==> src/rtl/reg_file_burst_if.sv <==
// Bus between the SPI frame decoder (master) and the burst register bank (slave).
// Optional write-lock line is present when REG_FILE_WR_LOCK_EN is defined.
interface reg_file_burst_if #(
  parameter int DATA_WIDTH   = 8,
  parameter int ADDRESS_SIZE = 8
);
  // Strobe semantics: i_wr_en/i_rd_en each request one register access in the cycle they are
  // high; there is no ready, the bank always accepts. o_rd_valid/o_err pulse for exactly one
  // cycle after the access they describe, and o_data holds between reads.
  logic [ADDRESS_SIZE-1:0] i_address;
  logic                    i_addr_load;
  logic [DATA_WIDTH-1:0]   i_data;
  logic                    i_wr_en;
`ifdef REG_FILE_WR_LOCK_EN
  logic                    i_wr_lock;
`endif
  logic                    i_rd_en;
  logic [DATA_WIDTH-1:0]   o_data;
  logic                    o_rd_valid;
  logic                    o_err;
  logic [ADDRESS_SIZE-1:0] o_ptr;

  modport master (
    output i_address, i_addr_load, i_data, i_wr_en,
`ifdef REG_FILE_WR_LOCK_EN
    output i_wr_lock,
`endif
    output i_rd_en,
    input  o_data, o_rd_valid, o_err, o_ptr
  );

  modport slave (
    input  i_address, i_addr_load, i_data, i_wr_en,
`ifdef REG_FILE_WR_LOCK_EN
    input  i_wr_lock,
`endif
    input  i_rd_en,
    output o_data, o_rd_valid, o_err, o_ptr
  );
endinterface

==> src/rtl/reg_file_burst.sv <==
// Register bank with auto-incrementing burst pointer, registered read and out-of-range detection.
// Define REG_FILE_WR_LOCK_EN to add the i_wr_lock write-protect input.
module reg_file_burst #(
  parameter int DATA_WIDTH   = 8,
  parameter int DEPTH        = 64,
  parameter int ADDRESS_SIZE = 8
) (
  input logic           i_clk,
  input logic           i_rst_n,
  reg_file_burst_if.slave bus
);
  localparam int IDX_W = (DEPTH > 1) ? $clog2(DEPTH) : 1;
  // One extra bit so DEPTH == 2**ADDRESS_SIZE and A+1 past the top are both representable.
  localparam logic [ADDRESS_SIZE:0] DEPTH_EXT = (ADDRESS_SIZE+1)'(DEPTH);
  localparam logic [ADDRESS_SIZE:0] ONE_EXT   = (ADDRESS_SIZE+1)'(1);

  logic [DATA_WIDTH-1:0]   mem_q [DEPTH];
  logic [DATA_WIDTH-1:0]   data_q, data_d;
  logic                    rd_valid_q, rd_valid_d;
  logic                    err_q, err_d;
  logic [ADDRESS_SIZE-1:0] ptr_q, ptr_d;

  logic                    access;
  logic [ADDRESS_SIZE-1:0] addr_a;
  logic [ADDRESS_SIZE:0]   addr_ext;
  logic [ADDRESS_SIZE:0]   inc_ext;
  logic                    legal;
  logic                    wr_lock;
  logic                    mem_we;
  logic [IDX_W-1:0]        idx;

`ifdef REG_FILE_WR_LOCK_EN
  assign wr_lock = bus.i_wr_lock;
`else
  assign wr_lock = 1'b0;
`endif

  always_comb begin
    access     = bus.i_wr_en | bus.i_rd_en;
    addr_a     = bus.i_addr_load ? bus.i_address : ptr_q;
    addr_ext   = {1'b0, addr_a};
    inc_ext    = addr_ext + ONE_EXT;
    legal      = addr_ext < DEPTH_EXT;
    idx        = addr_a[IDX_W-1:0];
    mem_we     = bus.i_wr_en & legal & ~wr_lock;

    // A+1 falling outside the bank covers both the normal wrap and wild-pointer recovery.
    ptr_d = ptr_q;
    if (access) begin
      ptr_d = (inc_ext < DEPTH_EXT) ? inc_ext[ADDRESS_SIZE-1:0] : '0;
    end else if (bus.i_addr_load) begin
      ptr_d = bus.i_address;
    end

    data_d = data_q;
    if (bus.i_rd_en) begin
      data_d = legal ? mem_q[idx] : '0;
    end
    rd_valid_d = bus.i_rd_en;
    err_d      = access & (~legal | (bus.i_wr_en & wr_lock));
  end

  always_ff @(posedge i_clk) begin
    if (!i_rst_n) begin
      for (int i = 0; i < DEPTH; i++) begin
        mem_q[i] <= '0;
      end
      data_q     <= '0;
      rd_valid_q <= 1'b0;
      err_q      <= 1'b0;
      ptr_q      <= '0;
    end else begin
      // Read samples mem_q before this edge's write lands, giving read-before-write.
      if (mem_we) begin
        mem_q[idx] <= bus.i_data;
      end
      data_q     <= data_d;
      rd_valid_q <= rd_valid_d;
      err_q      <= err_d;
      ptr_q      <= ptr_d;
    end
  end

  assign bus.o_data     = data_q;
  assign bus.o_rd_valid = rd_valid_q;
  assign bus.o_err      = err_q;
  assign bus.o_ptr      = ptr_q;
endmodule

==> src/flat_wrapper.sv <==
// flat-port wrapper written by rule: the top's interface ports become plain ports
module reg_file_burst_flat 
#(
  parameter int DATA_WIDTH   = 8,
  parameter int DEPTH        = 64,
  parameter int ADDRESS_SIZE = 8
)
  (i_clk, i_rst_n, bus_i_address, bus_i_addr_load, bus_i_data, bus_i_wr_en, bus_i_rd_en, bus_o_data, bus_o_rd_valid, bus_o_err, bus_o_ptr);
  reg_file_burst_if #(.DATA_WIDTH(DATA_WIDTH), .ADDRESS_SIZE(ADDRESS_SIZE)) bus_i ();
  input logic i_clk;
  input logic i_rst_n;
  input wire logic [$bits(bus_i.i_address)-1:0] bus_i_address;
  input wire logic [$bits(bus_i.i_addr_load)-1:0] bus_i_addr_load;
  input wire logic [$bits(bus_i.i_data)-1:0] bus_i_data;
  input wire logic [$bits(bus_i.i_wr_en)-1:0] bus_i_wr_en;
  input wire logic [$bits(bus_i.i_rd_en)-1:0] bus_i_rd_en;
  output wire logic [$bits(bus_i.o_data)-1:0] bus_o_data;
  output wire logic [$bits(bus_i.o_rd_valid)-1:0] bus_o_rd_valid;
  output wire logic [$bits(bus_i.o_err)-1:0] bus_o_err;
  output wire logic [$bits(bus_i.o_ptr)-1:0] bus_o_ptr;
  assign bus_i.i_address = bus_i_address;
  assign bus_i.i_addr_load = bus_i_addr_load;
  assign bus_i.i_data = bus_i_data;
  assign bus_i.i_wr_en = bus_i_wr_en;
  assign bus_i.i_rd_en = bus_i_rd_en;
  assign bus_o_data = bus_i.o_data;
  assign bus_o_rd_valid = bus_i.o_rd_valid;
  assign bus_o_err = bus_i.o_err;
  assign bus_o_ptr = bus_i.o_ptr;
  reg_file_burst #(.DATA_WIDTH(DATA_WIDTH), .DEPTH(DEPTH), .ADDRESS_SIZE(ADDRESS_SIZE)) u_core (.i_clk(i_clk), .i_rst_n(i_rst_n), .bus(bus_i));
endmodule
==> config.mk <==
export PLATFORM = sky130hd
export DESIGN_NAME = reg_file_burst_flat
export DESIGN_NICKNAME = d
export VERILOG_FILES = /design/src/rtl/reg_file_burst_if.sv /design/src/rtl/reg_file_burst.sv /design/src/flat_wrapper.sv
export SDC_FILE = /design/constraint.sdc
export NUM_CORES = 1
export LEC_CHECK = 0
export CAP_MARGIN = 20
export CORE_UTILIZATION = 63
export CTS_CLUSTER_DIAMETER = 200
export CTS_CLUSTER_SIZE = 40
export DETAILED_ROUTE_END_ITERATION = 8
export PLACE_DENSITY = 0.8
export SYNTH_ARGS = -nofsm -noshare
export SYNTH_HDL_FRONTEND = slang
export SYNTH_SLANG_ARGS = --single-unit
==> constraint.sdc <==
create_clock -name i_clk -period 4.15 [get_ports i_clk]
set_input_delay 0.83 -clock i_clk [delete_from_list [all_inputs] [get_ports i_clk]]
set_output_delay 0.83 -clock i_clk [all_outputs]
set_load 0.01 [all_outputs]
==> results list <==
- The clock passes through at most 3 buffers.
- CTS placed an instance of clkbuf_16 at the clock tree root.
* Pin count of the biggest net entering global routing: 73
* H-Tree Level Count: 1
* Final weighted congestion in routability-driven placement: 0.964
- At the later pin of the worst-skew pair, clock insertion delay measures about 570 ps.
* Startpoint types: input pin
- Yosys warns: 0
* Max-capacitance violation count: 0
* Critical path arrival: between 4000 and 5000 ps
* Remaining global-route overflow: 0
- The number of global-route vias before repair is 16.3k.
- Final count of pins violating max slew: 0
- The clock arrives with about 50 ps of skew.
- Antenna violations before repair: 0
- In the global route stage, met2 resource usage came out at between 50% and 60%.
* CP Capture Type: register
* Most frequent cells after synthesis: and2_1 (520), edfxtp_1 (512), nand2_1 (165)
* Fraction of final layout cells with drive strength greater than 1: approximately 12%
- Counting flops and latches in the post-synthesis netlist gives 530.
* Post-synth design cell area: between 20,000 and 25,000 µm²
* Std-Cell Rows: between 70 and 80
- Number of sinks driven by the clock tree: 530
* Slew at the pin with the worst max-slew slack: 1120 ps
- Post_cts resized: 0
- Unrepaired setup endpoints after global routing: false
* Starting utilization of the core area: 64.0%
- PnR Total Power: around 9.7 mW
- Worst min path class: register to register
- After layout, the minimum clock period comes to approximately 3600 ps.
- After the first detailed-routing iteration, the DRC count stood at 2,831.
* Floorplan die area: slightly below 40,000 µm²
* Overall routing resource usage: a little over a third
- The synthesized netlist contains 58 unique library cells.
* Die boundary width: between 150 and 200 µm
* Via count normalized by instance count: ~6.7
* Hold buffers post-CTS: 0
- Most congested layer reported by global routing: met2
* Data required time of the worst path: 4640 ps
* Power density over cell area: around 370 nW/µm²
- CTS clk-pin slew, worst paths: 140 ps
- Post-Syn Nets: approximately 2.0k
* Post-CTS Setup Repair Bufs: 0
- Headroom to the max-slew limit came out at around a quarter.
- After floorplanning, the core was sized to cover roughly 38,000 µm².
* Maximum clock frequency: between 0.2 and 0.3 GHz
* Peak supply drop: between 0.4 and 0.5 mV
* Ys async rst share: 0%
- Synthesis handed over a netlist of 1,964 instances.
* Share of the yosys chip area belonging to registers: between 60% and 70%
- Clock tree from TritonCTS: done
* Number of hold violations in the final report: 0
- In this run the worst path has a maximum fanout of 26.
- Portion of synthesized cell area occupied by the leading cell type: roughly 64%
- Leak: between 9 and 10 nW
- After detailed routing, the number of remaining DRC violations is 0.
- The worst setup path is of the input pin to register kind.
- Flip-flop cell with the highest count after synthesis: edfxtp_1
- Each instance of the synthesized netlist takes up on average approximately 12 µm².
* Met3 layer usage reported by global route: under 10%
- I/O Buffers: 38
- Post-synth top area cell: edfxtp_1
- Compared with the post-synthesis result, the final layout area differs by 9.63%.
- Final #Nets: just over 2k
- Total wirelength of the detailed-routed design: 70,100 µm
- By area the synthesized netlist is led by edfxtp_1 (64%), and2_1 (13%), o22ai_1 (3.4%), nand2_1 (2.6%), o21ai_0 (1.6%).
- The pre-antenna-repair detailed-routing pass consisted of 6 iterations.
- Clock buffers created by TritonCTS: 17
- Wire length per cell: 27.3 µm
- For met1 alone, demand over resource in global routing was between 50 and 60%.
* Vertical die dimension: about 200 µm
* Run status: completed
- Setup violations remaining at the end of the flow were counted as 0.
* Top Ports: 39
- DP HPWL: 47,700 µm
* Count leader, synth: and2_1
* Share of the clock period used by the worst path: a little under nine tenths
* Number of synthesized flops with an enable pin: approximately 500
- Remaining antenna violation count: 0
- Setup total negative slack on the finished layout was measured at 0 ps.
* Detailed-route via count: 17.2k
* Wire length of the first global-routing pass: ~100,000 µm
per-layer routing:
layer / vias up / part of all wire (%)
li1: 7299 / -
met1: 8341 / 36
met2: 1312 / 47
met3: 219 / 13
met4: 0 / 4.5
met5: - / 0
power breakdown:
part / switching, mW / leakage [nW] / internal, mW
sequential: 0.0858 / 5.44 / 6.03
combinational: 0.834 / 3.95 / 0.419
clock: 1.55 / 0.228 / 0.787
total: 2.47 / 9.61 / 7.23
state kept, by name, summed over array words and instances, names as in the netlist:
name and count:
u_core.bus.o_rd_valid 1, u_core.bus.o_err 1, u_core.mem_q 512, u_core.bus.o_ptr 8, u_core.bus.o_data 8
layout by cell type (no fill, tap or decap), types with 5 or more instances in the layout:
master | synthesis | routed
nor3_1 | 11 | 11
o211ai_1 | 15 | 15
nor2_1 | 98 | 98
mux4_2 | 7 | 7
a221oi_1 | 11 | 11
o21ai_0 | 76 | 76
buf_2 | 29 | 9
buf_12 | 0 | 10
o22ai_1 | 131 | 131
a211oi_1 | 6 | 6
clkbuf_1 | 87 | 6
and2_1 | 520 | 520
o41ai_1 | 8 | 8
o31ai_1 | 6 | 6
mux2_2 | 26 | 25
a311oi_1 | 9 | 9
nand2_1 | 165 | 165
clkbuf_16 | 0 | 17
a21oi_1 | 19 | 19
nand3_1 | 42 | 42
buf_4 | 3 | 174
a31oi_1 | 12 | 12
o221ai_1 | 10 | 10
nand3_2 | 5 | 5
dfxtp_1 | 18 | 18
clkdlybuf4s50_1 | 0 | 29
nor4_1 | 13 | 13
a22oi_1 | 16 | 16
and3_1 | 16 | 16
edfxtp_1 | 512 | 512
mux2i_1 | 10 | 9
cell families (layout without fill, tap and decap cells):
family | after synthesis | after routing | synth area share, %
buf+inv | 156 | 248 | 2.78
xor+xnor | 4 | 4 | 0.145
other cells | 0 | 1 | 0
compound gates | 344 | 344 | 9.31
fa+ha+maj | 1 | 1 | 0.0519
mux | 45 | 45 | 2.43
flops | 530 | 530 | 65.2
simple gates | 884 | 884 | 20.0
layout make-up:
cell class	count	area [µm²]
Clock buffer	23	448
Tap cell	511	639
Timing Repair Buffer	222	1840
Inverter	2	7.51
Antenna cell	1	2.50
Fill cell	2613	11200
Sequential cell	530	15700
Multi-Input combinational cell	1278	7740
Clock inverter	1	30.0
worst paths after layout:
path,to,slack [ps],from,depth (start not counted)
min reg2reg,u_core.bus.o_data[3],540,u_core.bus.o_data[3],2
min,u_core.bus.o_data[3],540,u_core.bus.o_data[3],2
max reg2reg,u_core.bus.o_data[7],1160,u_core.bus.o_ptr[0],11
max,u_core.bus.o_data[3],570,bus_i_addr_load,12
worst max-delay path: stages:
cell and delay, ps:
clkdlybuf4s50_1 470, buf_4 210, mux2i_4 320, inv_2 130, buf_12 190, buf_4 230
buf_4 190, mux4_2 350, nand2_1 80, a31oi_1 520, o211ai_1 250, o31ai_1 280
per-stage QoR:
stage | cells | hold slack, ps | area (µm²) | setup WS, ps | util (%)
floorplan | 1964 | 478 | 24100 | 822 | -
global placement | 2543 | 508 | 26000 | 106 | 68.9
detailed placement | 2543 | 510 | 26000 | 159 | 68.9
CTS | 2567 | 529 | 26400 | 734 | 70.2
global route | 2567 | 554 | 26400 | 569 | 70.2
finish | 2568 | 539 | 26400 | 572 | 70.2
Note: power is estimated with default switching activity, not from simulation.
==> RTL change (same flow settings) <==
`DATA_WIDTH` is set to 8 in 3 places; all go to 10.
--- a/src/rtl/reg_file_burst_if.sv
+++ b/src/rtl/reg_file_burst_if.sv
@@ -2,5 +2,5 @@
 // Optional write-lock line is present when REG_FILE_WR_LOCK_EN is defined.
 interface reg_file_burst_if #(
-  parameter int DATA_WIDTH   = 8,
+  parameter int DATA_WIDTH   = 10,
   parameter int ADDRESS_SIZE = 8
 );
--- a/src/rtl/reg_file_burst.sv
+++ b/src/rtl/reg_file_burst.sv
@@ -2,5 +2,5 @@
 // Define REG_FILE_WR_LOCK_EN to add the i_wr_lock write-protect input.
 module reg_file_burst #(
-  parameter int DATA_WIDTH   = 8,
+  parameter int DATA_WIDTH   = 10,
   parameter int DEPTH        = 64,
   parameter int ADDRESS_SIZE = 8
--- a/src/flat_wrapper.sv
+++ b/src/flat_wrapper.sv
@@ -2,5 +2,5 @@
 module reg_file_burst_flat 
 #(
-  parameter int DATA_WIDTH   = 8,
+  parameter int DATA_WIDTH   = 10,
   parameter int DEPTH        = 64,
   parameter int ADDRESS_SIZE = 8
Ports: changed (resized bus_i_data and bus_o_data); port bits go from 39 to 43. No check against the original RTL was run, so the function may have changed too.
==> RTL change against the original RTL <==
The flow now finishes with violations (design-rule violations). Sequential cell count rose by 130. Setup slack got worse by 0.097 ns. Critical path depth fell by 3. Non-clock buffer count rose by 31. Clock skew fell by 0.017 ns. Area after synthesis rose by 23%. Cell count rose by 21%. Sequential power rose by 25%. Total power rose by 25%. Cell area rose by 22%. Wire length rose by 31%. Highest routed layer unchanged.
==> RTL change: results <==
metrics = {
    "outcome": {
        "status": "finished, violations left",
        "violations": "design-rule violations",
    },
    "global_route": {
        "grt_max_degree": 65,
        "grt.total_usage": 0.387,
        "grt_pass1_wl_um": 133000,
        "grt_pass1_vias": 20200,
        "antenna_found_initial": 2,
    },
    "critical_path": {
        "rr_endpoint": "u_core.bus.o_data[1]",
        "reg2reg_slack_ns": 0.83,
        "cp_max_fo": 19,
        "r2r_cells": 8,
        "r2r_start": "u_core.bus.o_ptr[2]",
    },
    "clocking": {
        "insertion_delay_ns": 0.61,
        "numCtsBuffers": 20,
        "clkTransAtPathRegs_ns": 0.15,
        "cts_buffer_depth": 3,
    },
    "drt": {
        "drtIter0Drc": 3713,
        "routed_via_density": 6.90,
        "dr.pass1.iters": 8,
        "wire_per_inst_um": 29.7,
        "drc": 2,
    },
    "cells_and_area": {
        "nFillCells": 3274,
        "layout-drive-gt1-share": 0.116,
        "largest_reg_flops": 640,
        "nNetsFinal": 2506,
        "diodes": 0,
    },
    "yosys": {
        "synth.distinct_cells": 73,
        "ys_seq_area_frac": 0.661,
        "synth_common_cells": "and2_1, edfxtp_1, o22ai_1",
        "synth_edf_count": 640,
        "syn_nets": 2418,
        "synthTopCellsByArea": "edfxtp_1, and2_1, o22ai_1",
    },
    "power": {
        "leakage_nw": 11.7,
        "irDropWorstVdd_uv": 297,
    },
    "placed_design": {
        "place_hpwl_um": 61800,
        "place_congestion": 1.03,
        "port_buffers": 42,
    },
    "sta": {
        "finalClockSkew_ns": 0.0320,
        "holdWs_ns": 0.571,
    },
    "min_path": {
        "hold_path.startpoint": "u_core.bus.o_data[1]",
        "holdPathEnd": "u_core.bus.o_data[1]",
    },
}
-- RTL change: cell count changes after synthesis, moves of 16 or more --
| cell | unedited run | this run |
|---|---|---|
| buf_2 | 29 | 47 |
| o22ai_1 | 131 | 199 |
| nor2_1 | 98 | 114 |
| a21oi_1 | 19 | 60 |
| and2_1 | 520 | 646 |
| edfxtp_1 | 512 | 640 |
-- RTL change: stage by stage --
step / cells / cell area [sq um] / setup WS [ns]
after floorplan: 2394 / 29700 / 0.659
after global placement: 3067 / 31800 / 0.0869
after detailed placement: 3067 / 31800 / 0.0218
after CTS: 3103 / 32400 / 0.616
after global routing: 3103 / 32400 / 0.427
final: 3103 / 32400 / 0.475
-- RTL change: layout make-up --
class	count	area (sq um)	share of cell area
clock buffers	35	578	0.0179
multi-input cells	1544	9260	0.286
repair buffers	253	2120	0.0656
flip-flops and latches	660	19600	0.606
clock inverters	1	20.0	0.000618
inverters	3	11.3	0.000348
well taps	607	759	0.0235
-- RTL change: kinds of logic after synthesis --
family / after synthesis / share of synthesized area
xor+xnor: 4 / 0.00118
buf+inv: 190 / 0.0287
simple gates: 1035 / 0.194
mux: 39 / 0.0145
compound gates: 465 / 0.0997
fa+ha+maj: 1 / 0.000422
flops: 660 / 0.661
-- RTL change: critical path: stages --
cell             delay [ns]
clkdlybuf4s50_1        0.69
nand4b_1               0.21
o31a_2                 0.64
buf_4                  0.25
o22ai_1                0.09
nor4_1                 0.52
o22ai_1                0.28
or3_1                  0.38
o41ai_1                0.27
-- RTL change: worst max path at each step --
stage,start,to,slack [ns]
4_1_cts,bus_i_address[0],u_core.bus.o_data[6],0.62
6_report,bus_i_address[0],u_core.bus.o_data[1],0.47
2_1_floorplan,bus_i_address[1],u_core.mem_q[18][0],0.66
5_1_grt,bus_i_address[1],u_core.bus.o_data[1],0.43
3_3_place_gp,bus_i_address[0],u_core.bus.o_data[0],0.09
3_5_place_dp,bus_i_address[0],u_core.bus.o_data[6],0.02
-- RTL change: report_power, final --
| group | switching, W | internal, W |
|---|---|---|
| Clock | 0.00193 | 0.000985 |
| Combinational | 0.00108 | 0.000491 |
| Sequential | 0.000113 | 0.00751 |
| Total | 0.00312 | 0.00899 |
-- RTL change: metal layers --
| layer | vias up | part of all wire | GRT usage | wire (um) |
|---|---|---|---|---|
| met4 | 0 | 0.053 | 0.181 | 4900 |
| li1 | 8898 | - | - | - |
| met1 | 10500 | 0.36 | 0.541 | 33000 |
| met3 | 273 | 0.15 | 0.0844 | 13400 |
| met2 | 1769 | 0.44 | 0.582 | 40900 |
| met5 | - | 0 | 0 | 0 |
